### config.mk
export PLATFORM = sky130hd
export DESIGN_NAME = bshift_ctrl
export DESIGN_NICKNAME = d
export VERILOG_FILES = /design/src/rtl/bshift_ctrl.sv
export SDC_FILE = /design/constraint.sdc
export NUM_CORES = 1
export LEC_CHECK = 0
export ABC_AREA = 1
export CAP_MARGIN = 20
export CORE_MARGIN = 4
export CORE_UTILIZATION = 40
export CTS_CLUSTER_DIAMETER = 100
export CTS_CLUSTER_SIZE = 20
export DETAILED_ROUTE_END_ITERATION = 16
export GPL_TIMING_DRIVEN = 0
export PLACE_DENSITY = 0.79
export SLEW_MARGIN = 5
export SYNTH_ARGS = -nofsm -noshare
export SYNTH_HDL_FRONTEND = slang
export SYNTH_SLANG_ARGS = --single-unit
### constraint.sdc
create_clock -name clk -period 1.65 [get_ports clk]
set_input_delay 0.165 -clock clk [delete_from_list [all_inputs] [get_ports clk]]
set_output_delay 0.165 -clock clk [all_outputs]
set_load 0.02 [all_outputs]
### src/rtl/bshift_ctrl.sv
// bshift_ctrl: sequencing stage wrapped around a 4-bit rotate-right barrel
// shifter. It accepts a rotate command, drives the shifter for one or more
// passes, waits a settle window per pass, and returns the final word.
//
// Handshake rule (both ports): a transfer happens on a rising clk edge where
// valid and ready are both high. A producer holds valid and its payload
// stable until that edge. in_ready and out_valid are decoded from registered
// state only, so neither depends combinationally on the other side's signal.
module bshift_ctrl #(
    parameter int SETTLE_CYCLES = 5,
    parameter int CNT_W         = 4
) (
    input  logic             clk,
    input  logic             rst,
    input  logic             in_valid,
    output logic             in_ready,
    input  logic [3:0]       in_data,
    input  logic [1:0]       in_amt,
    input  logic [CNT_W-1:0] in_cnt,
    output logic [3:0]       sh_a,
    output logic             sh_s1,
    output logic             sh_s0,
    input  logic [3:0]       sh_o,
    output logic             out_valid,
    input  logic             out_ready,
    output logic [3:0]       out_data,
    output logic             busy,
    output logic [1:0]       state_dbg
);

    // Settle counter is one bit wider than strictly needed so that the
    // terminal value SETTLE_CYCLES-1 always fits and the count never wraps.
    localparam int            CW   = $clog2(SETTLE_CYCLES) + 1;
    localparam logic [CW-1:0] LAST = CW'(SETTLE_CYCLES - 1);

    typedef enum logic [1:0] {
        IDLE = 2'd0,
        WAIT = 2'd1,
        DONE = 2'd2
    } state_t;

    state_t           state;
    state_t           state_nxt;
    logic [3:0]       work;
    logic [1:0]       amt;
    logic [CNT_W-1:0] passes;
    logic [CW-1:0]    cnt;
    logic             settled;

    // A pass ends on the edge where the shifter inputs have been stable
    // for SETTLE_CYCLES cycles.
    assign settled = (state == WAIT) && (cnt == LAST);

    // State register.
    always_ff @(posedge clk) begin
        if (rst) begin
            state <= IDLE;
        end else begin
            state <= state_nxt;
        end
    end

    // Next-state decode.
    always_comb begin
        state_nxt = state;
        unique case (state)
            IDLE: begin
                if (in_valid) begin
                    state_nxt = (in_cnt == '0) ? DONE : WAIT;
                end
            end
            WAIT: begin
                if (settled && (passes == CNT_W'(1))) begin
                    state_nxt = DONE;
                end
            end
            DONE: begin
                if (out_ready) begin
                    state_nxt = IDLE;
                end
            end
            default: state_nxt = IDLE;
        endcase
    end

    // Datapath: command latch, settle counter, per-pass feedback, result.
    always_ff @(posedge clk) begin
        if (rst) begin
            work     <= '0;
            amt      <= '0;
            passes   <= '0;
            cnt      <= '0;
            out_data <= '0;
        end else begin
            unique case (state)
                IDLE: begin
                    if (in_valid) begin
                        work   <= in_data;
                        amt    <= in_amt;
                        passes <= in_cnt;
                        cnt    <= '0;
                        // Zero passes bypasses the shifter entirely.
                        if (in_cnt == '0) begin
                            out_data <= in_data;
                        end
                    end
                end
                WAIT: begin
                    if (cnt == LAST) begin
                        work   <= sh_o;
                        passes <= passes - CNT_W'(1);
                        cnt    <= '0;
                        if (passes == CNT_W'(1)) begin
                            out_data <= sh_o;
                        end
                    end else begin
                        cnt <= cnt + CW'(1);
                    end
                end
                DONE: begin
                    // Result held until the consumer takes it.
                end
                default: begin
                    cnt <= '0;
                end
            endcase
        end
    end

    // Outputs are pure decodes of registered state, so the shifter inputs
    // cannot move inside a settle window.
    always_comb begin
        in_ready  = (state == IDLE);
        busy      = (state != IDLE);
        out_valid = (state == DONE);
        sh_a      = work;
        sh_s1     = (state == WAIT) ? amt[1] : 1'b0;
        sh_s0     = (state == WAIT) ? amt[0] : 1'b0;
        state_dbg = state;
    end

endmodule

Word level (Yosys, flattened, before mapping)
Index checks and enable logic that the tools add are counted.
{"block": "word_totals", "word_cells": 51, "out_inout_bits": 15, "regBits": 20, "inputBits": 18}
{"block": "op_classes", "n_eq_ne": 10, "mux": 21, "n_addsub": 2, "bitwise_logic": 1, "n_reduce_logical": 11}
{"operator": "$mux W4", "n": 10}
{"operator": "$pmux W4 S2", "n": 3}
{"operator": "$pmux W4 S3", "n": 1}
{"operator": "$ne A2 B1 Y1 const B", "n": 5}
{"operator": "$mux W2", "n": 4}
{"operator": "$pmux W2 S3", "n": 1}
{"operator": "$reduce_and A3 Y1", "n": 2}
{"operator": "$reduce_and A5 Y1", "n": 1}
{"operator": "$add A4 B1 Y4 const B", "n": 1}
{"operator": "$eq A4 B1 Y1 const B", "n": 1}
{"operator": "$eq A4 B3 Y1 const B", "n": 1}
{"operator": "$logic_not A4 Y1", "n": 1}
{"operator": "$reduce_and A2 Y1", "n": 2}
{"operator": "$reduce_bool A2 Y1", "n": 2}
{"operator": "$sub A4 B1 Y4 const B", "n": 1}
{"operator": "$eq A2 B1 Y1 const B", "n": 1}
{"operator": "$eq A2 B2 Y1 const B", "n": 1}
{"operator": "$logic_and A1 B1 Y1", "n": 2}
{"operator": "$logic_not A2 Y1", "n": 1}
{"operator": "$mux W1", "n": 2}
{"operator": "$ne A2 B2 Y1 const B", "n": 1}
{"operator": "$not A1 Y1", "n": 1}

Logic depth before layout (Yosys ltp)
{"block": "logic_depth", "depth_word": 5, "depth_mapped": 9, "mapped_depth_nobuf": 9}

Worst setup path before layout
Ideal clock, no wire load.
{"block": "synth_timing", "path_kind": "register to register", "start": "register state[0] (netlist: state_dbg[0])", "end": "register out_data[0]", "stages_incl_launch_ff": 7, "required_time_ns": 1.537, "period_less_slack_ns": 1.351, "slack_ns": 0.299, "arrival_time_ns": 1.238, "cell_sequence": "dfxtp_1 > nor2_2 > nand2_1 > nand3_2 > nor2_4 > nor2_1 > nor2_1"}
{"block": "synth_between", "elab_chain_cells": 3, "word_cells_on_any_way": 9}
{"element": "from (decl)", "line": "42", "rtl": "state_t state;"}
{"element": "from (signal assigned)", "line": "59", "rtl": "state <= state_nxt;"}
{"element": "$logic_not A2 Y1 (*)"}
{"element": "via in_ready", "line": "16", "rtl": "output logic in_ready,"}
{"element": "$ne A2 B1 Y1 (no line) (tied with other cells)"}
{"element": "$reduce_and A5 Y1 (no line)"}
{"element": "to (signal assigned)", "line": "104", "rtl": "out_data <= in_data;"}
{"element": "to (signal assigned)", "line": "114", "rtl": "out_data <= sh_o;"}
{"element": "to (decl)", "line": "26", "rtl": "output logic [3:0] out_data,"}
Mark *: on every way through the listed nets, which the timed path passes. The rest lies on a longest branch.
A chain may end at the register's enable or synchronous reset.

Worst setup path after layout
{"block": "layout_timing", "start": "register state[1] (netlist: state_dbg[1])", "end": "output sh_s0"}
{"block": "layout_between", "elab_chain_cells": 2}
{"element": "$eq A2 B1 Y1", "line": "138", "rtl": "sh_s0 = (state == WAIT) ? amt[0] : 1'b0;"}
{"element": "$mux W1", "line": "138"}
{"element": "to (decl)", "line": "22", "rtl": "output logic sh_s0,"}
No other way between the ends.

==> metrics.txt <==
number of instances on the worst hold path=2; Setup crit start kind=flop; Filler Cell Count=260; pre-CTS setup slack=4.49 ps; share of synthesized registers carrying an async set or reset=0%; Total Routing Usage GR=15.4%; overall die height=60.1 um; min-delay worst type=flop to flop; cell with the most instances after synthesis=nand2_1; startpoint of the worst-slack reg-to-reg timing path=cnt[0]; CP peak stage delay=360 ps; worst clock skew=1.44 ps; type of the worst setup path=flop to output pin; PortBufs=32; effective utilization at floorplan=42.7%; layout net count=214; top cells by area in the synthesized netlist=dfxtp_1, nand2_1, o21ai_0, nor2_1, a21oi_1; Cell Area, Placed=1450 um2; HPWL after detailed placement=2.04 mm; power share of the combinational group=43.1%; count of cell types in the netlist=21; Main synth FF type=dfxtp_1; area of combinational cells with multiple inputs=587 um2; maximum number of pins on one net before global-route repair=11; final critical delay including setup and external delays=1530 ps; static leakage=0.660 nW; top cell types by occurrence after synthesis=nand2_1, nor2_1, dfxtp_1, inv_1, o21ai_0; full die area=3620 um2; worst hold path startpoint=amt[0]; number of storage elements in the synthesis netlist=20; CP Capture Type=output pin; arrival time at the worst endpoint=1360 ps; vias in the first global route=972; worst IR drop on VDD=905 uV; cell with the largest stage delay on the worst path=dfxtp_2; Worst Tran Pin Value=374 ps; final antenna-violating net count=0; crit path buf inv count=4; setup repair after global routing missed its margin=no; fin crit share=92.4%; sequential fraction of the synthesis area=36.8%; number of placement rows=18; number of top-level design ports=33; proportion of layout cells with a drive suffix above 1=10.5%; first-pass GRT wire length=4.24 mm; Antenna diodes=0; syn_nets=177; Worst R2R End=passes[0]; clock buffer depth=2; final number of max-transition violations=0; total via count after detailed routing=1096; total congestion overflow after global routing=0; Psw=0.551 mW; Vias/cell=4.98; design internal power=0.901 mW; average wire per cell in the routed design=11.7 um; critical path fanouts, max=10; area share of the leading cell type in the synthesized netlist=36.8%; library cell appearing most often on the critical path=buf_6; cell family contributing the most delay on the critical path=buffers and inverters; Max-Cap Viols=0; synthesized area per cell=7.01 um2; total stage count of the critical path=6; EDFF count, synth=0; total number of yosys warnings=0; final non-filler cell area=1470 um2; length in cells of the worst reg-to-reg path=7; RD Place Congestion=0.815; part of the total power dissipated in sequential elements=41.1%; smallest setup slack after layout=125 ps; power density over the cells=991 nW/um2; f_max=656 MHz; end of the worst hold path=amt[0]; # setup viols final=0; H-tree depth reported by CTS=1; worst relative slew slack=75.1%; Reg clk slew, reported paths=110 ps; slack of the worst reg-to-reg path=270 ps; insertion delay to the later sink of the worst-skew pair=300 ps; area of the placeable core=2540 um2; PnR Total Power=1.45 mW; Seq. cell area=403 um2; antenna violations before repair=0; routed wire length=2.57 mm; clock root buffer=clkbuf_4; width of the die=60.1 um; Total Negative Setup Slacks=0 ps; status=complete, no violations; Required @ worst endpoint=1480 ps; Gate Count Post-Synth=155; # DRC=0; cells along the critical path=inv_2 > nand2_2 > buf_6 > buf_6 > nor2_1 > clkbuf_2; Area growth, synth to finish=34.8%; fraction of power spent switching nets=37.9%; CTS tree=done; number of DRC violations after detailed-routing iteration 0=46; part of the power in the clock network=15.8%; first-pass detailed-route iteration total=4; clk sink count=20; final hold vios=0; Num CTS Buffers=3; combined area of all synthesized cells=1090 um2; area leader, netlist=dfxtp_1
-- layout make-up --
class | count | share of cell area, %
sequential | 20 | 27.5
clock buffer | 3 | 1.54
inverter | 21 | 5.38
tap | 30 | 2.56
buffer | 3 | 1.79
timing repair buffer | 32 | 21.2
multi-input combinational | 111 | 40.1
-- how the worst max path moves through the flow --
stage	from	to
after floorplan	state_dbg[0]	out_data[0]
after global placement	state_dbg[1]	sh_s1
after detailed placement	state_dbg[0]	sh_s0
after CTS	state_dbg[1]	busy
after global routing	state_dbg[1]	sh_s0
final	state_dbg[1]	sh_s0
-- power by group through the flow --
stage,registers [mW],logic (mW),clock network [mW]
finish,0.597,0.625,0.230
global route,0.607,0.704,0.256
CTS,0.595,0.632,0.239
detailed placement,0.605,0.635,0
global placement,0.603,0.613,0
floorplan,0.645,0.361,0
-- flip-flops by register name (all words and copies together) (netlist names) --
register	flops
state_dbg	2
cnt	4
passes	4
amt	2
sh_a	4
out_data	4
-- cells by family after synthesis --
family | synth area share, %
compound gates | 18.2
xor+xnor | 2.42
fa+ha+maj | 4.60
buf+inv | 9.67
flops | 36.8
simple gates | 28.3
-- per-layer routing --
metal | wire length (um) | GRT usage (%) | vias to the layer above
met4 | 30 | 4.43 | 0
met1 | 1160 | 19.9 | 488
met2 | 1210 | 25.0 | 33
met3 | 169 | 4.32 | 4
met5 | 0 | 0 | -
li1 | - | - | 571
-- per-stage QoR --
step | hold slack [ps] | cells | util (%)
after global placement | 438 | 217 | 56.8
final | 455 | 220 | 57.6
after CTS | 459 | 220 | 57.7
after detailed placement | 442 | 217 | 56.8
after floorplan | 234 | 155 | -
after global routing | 477 | 220 | 57.6
-- worst min-delay path, delay by kind of cell, from the launching register on --
| kind | cells | cell delay, ps |
|---|---|---|
| buf+inv | 1 | 60 |
| flops | 1 | 310 |
| compound gates | 1 | 50 |
-- cell usage in the layout (no fill, tap or decap), drive strengths merged --
cell type	Yosys	final
dfxtp	20	20
a21oi	16	16
dlygate4sd2	0	2
xor2	2	2
dlymetal6s2s	0	1
nor2	24	24
o21ai	19	19
inv	21	21
buf	2	3
ha	4	4
nand3	8	8
nand2	32	32
clkdlybuf4s50	0	27
a21boi	1	1
clkbuf	1	5
nand4	4	4
xnor2	1	1
-- what timing repair did --
item,4_1_cts,5_1_grt
gates resized for setup,8,5
buffers inserted,0,0
endpoints found under the setup margin,5,3
hold buffers,0,0
Note: power is estimated with default switching activity, not from simulation.
==> edit 1: new RTL, same settings <==
Put a register stage on the output `state_dbg`, cleared by the reset. The value now appears one clock later. The other outputs are not delayed to match.
--- a/src/rtl/bshift_ctrl.sv
+++ b/src/rtl/bshift_ctrl.sv
@@ -40,2 +40,4 @@
     } state_t;
+
+    logic [1:0] state_dbg_d;
 
@@ -138,3 +140,11 @@
         sh_s0     = (state == WAIT) ? amt[0] : 1'b0;
-        state_dbg = state;
+        state_dbg_d = state;
+    end
+
+    always_ff @(posedge clk) begin
+        if (rst) begin
+            state_dbg <= '0;
+        end else begin
+            state_dbg <= state_dbg_d;
+        end
     end
Function: changed (a bounded check fails within 4 cycles, from zero or initial values and one cycle with rst high).
==> edit 1 against the unedited design <==
Power increased by 6.0%. Design area grew 7.0%. Sequential cell count grew 2. Wire length is 5.5% higher. Core utilization fell by 0.72 points. Setup slack got worse by 0.024 ns. Final cell count rose by 1.8%. Synthesized area is 6.2% higher. Global-route usage fell by 0.36 points. Fmax shrank 1.5%. Clock power grew 81%. Combinational power decreased by 21%. Sequential share of layout area up 0.67 points. Clock skew increased by 0.0077 ns. Largest cell class unchanged.
==> edit 1: results (changes against the unedited design) <==
| Metric | Value |
|---|---|
| Synth Area in Adders | 0.0433 (-0.00269) |
| Gr usage total | 0.151 (-0.00360) |
| Routability Congestion | 0.855 (+5.0%) |
| Syn nets | 178 (+0.56%) |
| First-pass GRT wire length | 4440 µm (+4.9%) |
| Dpl ws | -0.0518 ns (-0.0563 ns) |
| Vias per cell | 5.09 (+2.2%) |
| Slowest-stage cell, CP | dfxtp_1 |
| Post-synth top cells | nand2_1 (29), dfxtp_1 (22), inv_1 (19), nor2_1 (19), a21oi_1 (17) |
| Largest net degree at the start of global routing | 14 (+3) |
| Post-DP HPWL | 2080 µm (+2.1%) |
| Filler Cell Count | 277 (+6.5%) |
| Skew final | 0.00916 ns (+0.00772 ns) |
| Cell variety after synth | 20 (-4.8%) |
| Vias in the first global route | 1,143 (+18%) |
| Number of DRC markers in iteration 0 | 49 (+6.5%) |
| NumNets Final | 216 (+0.93%) |
| Post-Synth XOR/XNOR Area | 0.0152 (-0.00900) |
| Post-DP Area | 1510 µm² (+4.8%) |
| Status | complete, no violations |
| Routed length per instance | 12.1 µm (+3.7%) |
| Proportion of layout cells with a drive suffix above 1 | 0.166 (+0.0605) |
| Compound-Gate Fraction of Synth Area | 0.216 (+0.0338) |
| Max IR drop VDD | 0.580 mV (-36%) |
| Slew margin rel. | 0.786 (+0.0353) |
| Area contributors post-synth | dfxtp_1 (38%), nand2_1 (9.4%), a21oi_1 (7.4%), o21ai_2 (6.8%), inv_1 (6.2%) |
edit 1: cell count changes after synthesis, sizes merged, moves of 2 or more:
cell and change:
nor2 -4, a21oi +5, nand3 +4, nand4 -4, buf +2, dfxtp +2
edit 1: layer usage:
layer	share of wire	up-vias	global-route usage	routed length, µm
li1	-	574	-	-
met1	0.41	531	0.165	1120
met2	0.54	31	0.294	1460
met3	0.034	4	0.0207	93
met4	0.014	0	0.0485	38
met5	0	-	0	0
edit 1: through the flow:
| stage | std cells | utilization |
|---|---|---|
| after global placement | 219 | 0.549 |
| final | 224 | 0.569 |
| after CTS | 223 | 0.568 |
| after detailed placement | 219 | 0.549 |
| after floorplan | 156 | - |
| after global routing | 224 | 0.569 |
edit 1: layout make-up:
class	instances	area, µm²	share of cell area
Buffer	4	37.5	0.0239
Clock buffer	3	22.5	0.0144
Clock inverter	1	30.0	0.0192
Inverter	20	75.1	0.0479
Multi-Input combinational cell	110	602	0.384
Sequential cell	22	442	0.282
Tap cell	31	38.8	0.0247
Timing Repair Buffer	33	320	0.204
edit 1: power by group:
group          leakage, µW  total (µW)  switching, µW  internal, µW
registers         0.000181         629           42.2           587
clock network    0.0000279         417            172           245
logic             0.000482         493            280           213
edit 1: worst paths after layout:
path	startpoint	endpoint	slack (ns)	depth (start not counted)
max reg2reg	cnt[0]$_SDFFE_PP0P_	out_data[3]$_SDFFE_PP0P_	0.28	9
min reg2reg	amt[1]$_SDFFE_PP0P_	amt[1]$_SDFFE_PP0P_	0.46	2
max	state[1]$_SDFFE_PP0P_	sh_s0	0.10	5
min	amt[1]$_SDFFE_PP0P_	amt[1]$_SDFFE_PP0P_	0.46	2
edit 1: repair_timing:
action,in CTS,in global routing
buffers inserted,0,1
hold buffers,0,0
gates resized for setup,11,1
endpoints found under the setup margin,5,2
pin swaps,0,0
==> edit 2: new RTL, same flow settings <==
Without the edit above. `CNT_W`: 4 -> 5.
--- a/src/rtl/bshift_ctrl.sv
+++ b/src/rtl/bshift_ctrl.sv
@@ -10,3 +10,3 @@
     parameter int SETTLE_CYCLES = 5,
-    parameter int CNT_W         = 4
+    parameter int CNT_W         = 5
 ) (
Ports: changed (resized in_cnt); port bits go from 33 to 34. The function was not compared with the original's and may differ.
==> edit 2 against the unedited design <==
Wire length increased by 5.7%. Setup slack lost 0.061 ns. Worst hold slack improved by 0.010 ns. Combinational power increased by 2%. Power rose by 5.1%. Synthesized area up 4.1%. Sequential cell count grew 1. Sequential power rose by 6.2%. First-iteration DRC count shrank 28%. Clock power rose by 10%. Clock skew about the same. Design area up 4.4%. Critical path type unchanged. Largest cell class unchanged. Highest routed layer unchanged.
==> edit 2: results (changes against the unedited design) <==
| Metric | Value |
|---|---|
| H-tree depth | 1 (unchanged) |
| # port buffers | 33 (+3.1%) |
| Syn nets | 184 (+4.0%) |
| Delay-heaviest family, CP | buffers and inverters |
| R2r endpoint | out_data[2]$_SDFFE_PP0P_ |
| Routed length per instance | 11.8 µm (+1.5%) |
| Filler Cell Count | 263 (+1.2%) |
| NumNets Final | 222 (+3.7%) |
| Dpl ws | -0.0253 ns (-0.0298 ns) |
| CTS Buf Count | 3 (unchanged) |
| Post-Synth XOR/XNOR Area | 0.0155 (-0.00870) |
| Post-DP HPWL | 2070 µm (+1.4%) |
| Vias | 1,137 (+3.7%) |
| Compound-Gate Fraction of Synth Area | 0.181 (-0.000603) |
| Cell variety after synth | 24 (+14%) |
| R2R depth | 9 (+2) |
| Seq/Total Area, Yosys | 0.371 (+0.00303) |
| Critical path peak fanout | 10 (unchanged) |
| Static leakage | 0.000665 µW (+0.86%) |
| Gr usage total | 0.152 (-0.00208) |
| Vias in the first global route | 978 (+0.62%) |
| Post-synth top cells | nand2_1 (30), dfxtp_1 (21), nor2_1 (21) |
| Crit share post-route | 0.961 (+0.0368) |
| Synth Area per Inst | 7.03 µm² (+0.26%) |
| CP arrival | 1.42 ns (+0.06 ns) |
| Routability Congestion | 0.813 (-0.29%) |
| Largest net degree at the start of global routing | 13 (+2) |
| Max reg flops | 5 |
| Cells after DPL | 225 (+3.7%) |
| CP Launch Point | state_dbg[1]$_SDFFE_PP0P_ |
| Clock Path Buffers | 2 (unchanged) |
| Area contributors post-synth | dfxtp_1 (37%), nand2_1 (9.9%), a21oi_1 (8.0%), o21ai_0 (7.5%), nor2_1 (7.0%) |
| Proportion of layout cells with a drive suffix above 1 | 0.116 (+0.0109) |
| Slew margin rel. | 0.721 (-0.0293) |
| Critical R2R Launch | cnt[0]$_SDFFE_PP0P_ |
| Skew final | 0.00158 ns (+0.000135 ns) |
| R2r setup slk | 0.20 ns (-0.07 ns) |
| Post-CTS Resized | 10 (+2) |
| Status | complete, no violations |
| Max IR drop VDD | 0.638 mV (-29%) |
| Total Wirelength | 2710 µm (+5.7%) |
| Synth Area in Adders | 0.0442 (-0.00183) |
| Number of DRC markers in iteration 0 | 33 (-28%) |
| Crit-path max cell delay | 0.38 ns (+0.02 ns) |
[edit 2: final cells by class]
| type | instances | area share |
|---|---|---|
| buffer | 4 | 0.0245 |
| clock buffer | 3 | 0.0147 |
| clock inverter | 1 | 0.00327 |
| inverter | 16 | 0.0417 |
| multi-input combinational | 120 | 0.401 |
| sequential | 21 | 0.276 |
| tap | 31 | 0.0253 |
| timing repair buffer | 33 | 0.213 |
[edit 2: logic make-up (layout without fill, tap and decap cells)]
kind of cell,after synthesis,in the layout
and+or+nand+nor,74,74
xor gates and xnor gates,2,2
buffers and inverters,20,57
adders and majority gates,4,4
DFF,21,21
AOI/OAI and AO/OA,40,40
[edit 2: how the worst min path moves through the flow]
stage | endpoint | startpoint | depth (start not counted) | slack [ns]
floorplan | cnt[1]$_SDFFE_PP0P_ | rst | 1 | 0.23
global placement | amt[1]$_SDFFE_PP0P_ | amt[1]$_SDFFE_PP0P_ | 2 | 0.44
detailed placement | amt[1]$_SDFFE_PP0P_ | amt[1]$_SDFFE_PP0P_ | 2 | 0.45
CTS | amt[1]$_SDFFE_PP0P_ | amt[1]$_SDFFE_PP0P_ | 2 | 0.47
global route | amt[0]$_SDFFE_PP0P_ | amt[0]$_SDFFE_PP0P_ | 2 | 0.48
finish | amt[1]$_SDFFE_PP0P_ | amt[1]$_SDFFE_PP0P_ | 2 | 0.47
[edit 2: stage by stage]
stage	hold slack [ns]	utilization	cell area (µm²)	TNS [ns]
detailed placement	0.451	0.549	1500	-0.0418
global route	0.484	0.560	1530	0
floorplan	0.234	-	1130	0
CTS	0.469	0.560	1530	0
global placement	0.439	0.549	1500	-0.0734
finish	0.465	0.560	1530	0
[edit 2: per-layer routing]
layer,track usage,wire length [µm],vias up
met5,0,0,-
met4,0.0805,52,0
met3,0.0294,154,5
met2,0.228,1170,37
met1,0.207,1330,497
li1,-,-,598
[edit 2: report_power, final]
group          leakage [µW]  total [µW]  internal, µW  switching (µW)
logic              0.000474         638           273             366
registers          0.000174         634           580            54.2
clock network     0.0000177         254          90.4             163
total              0.000665        1530           943             583
[edit 2: worst min-delay path, delay by kind of cell, from the launching register on]
kind | cells | cell delay (ns)
flops | 1 | 0.32
compound gates | 1 | 0.06
buf+inv | 1 | 0.06
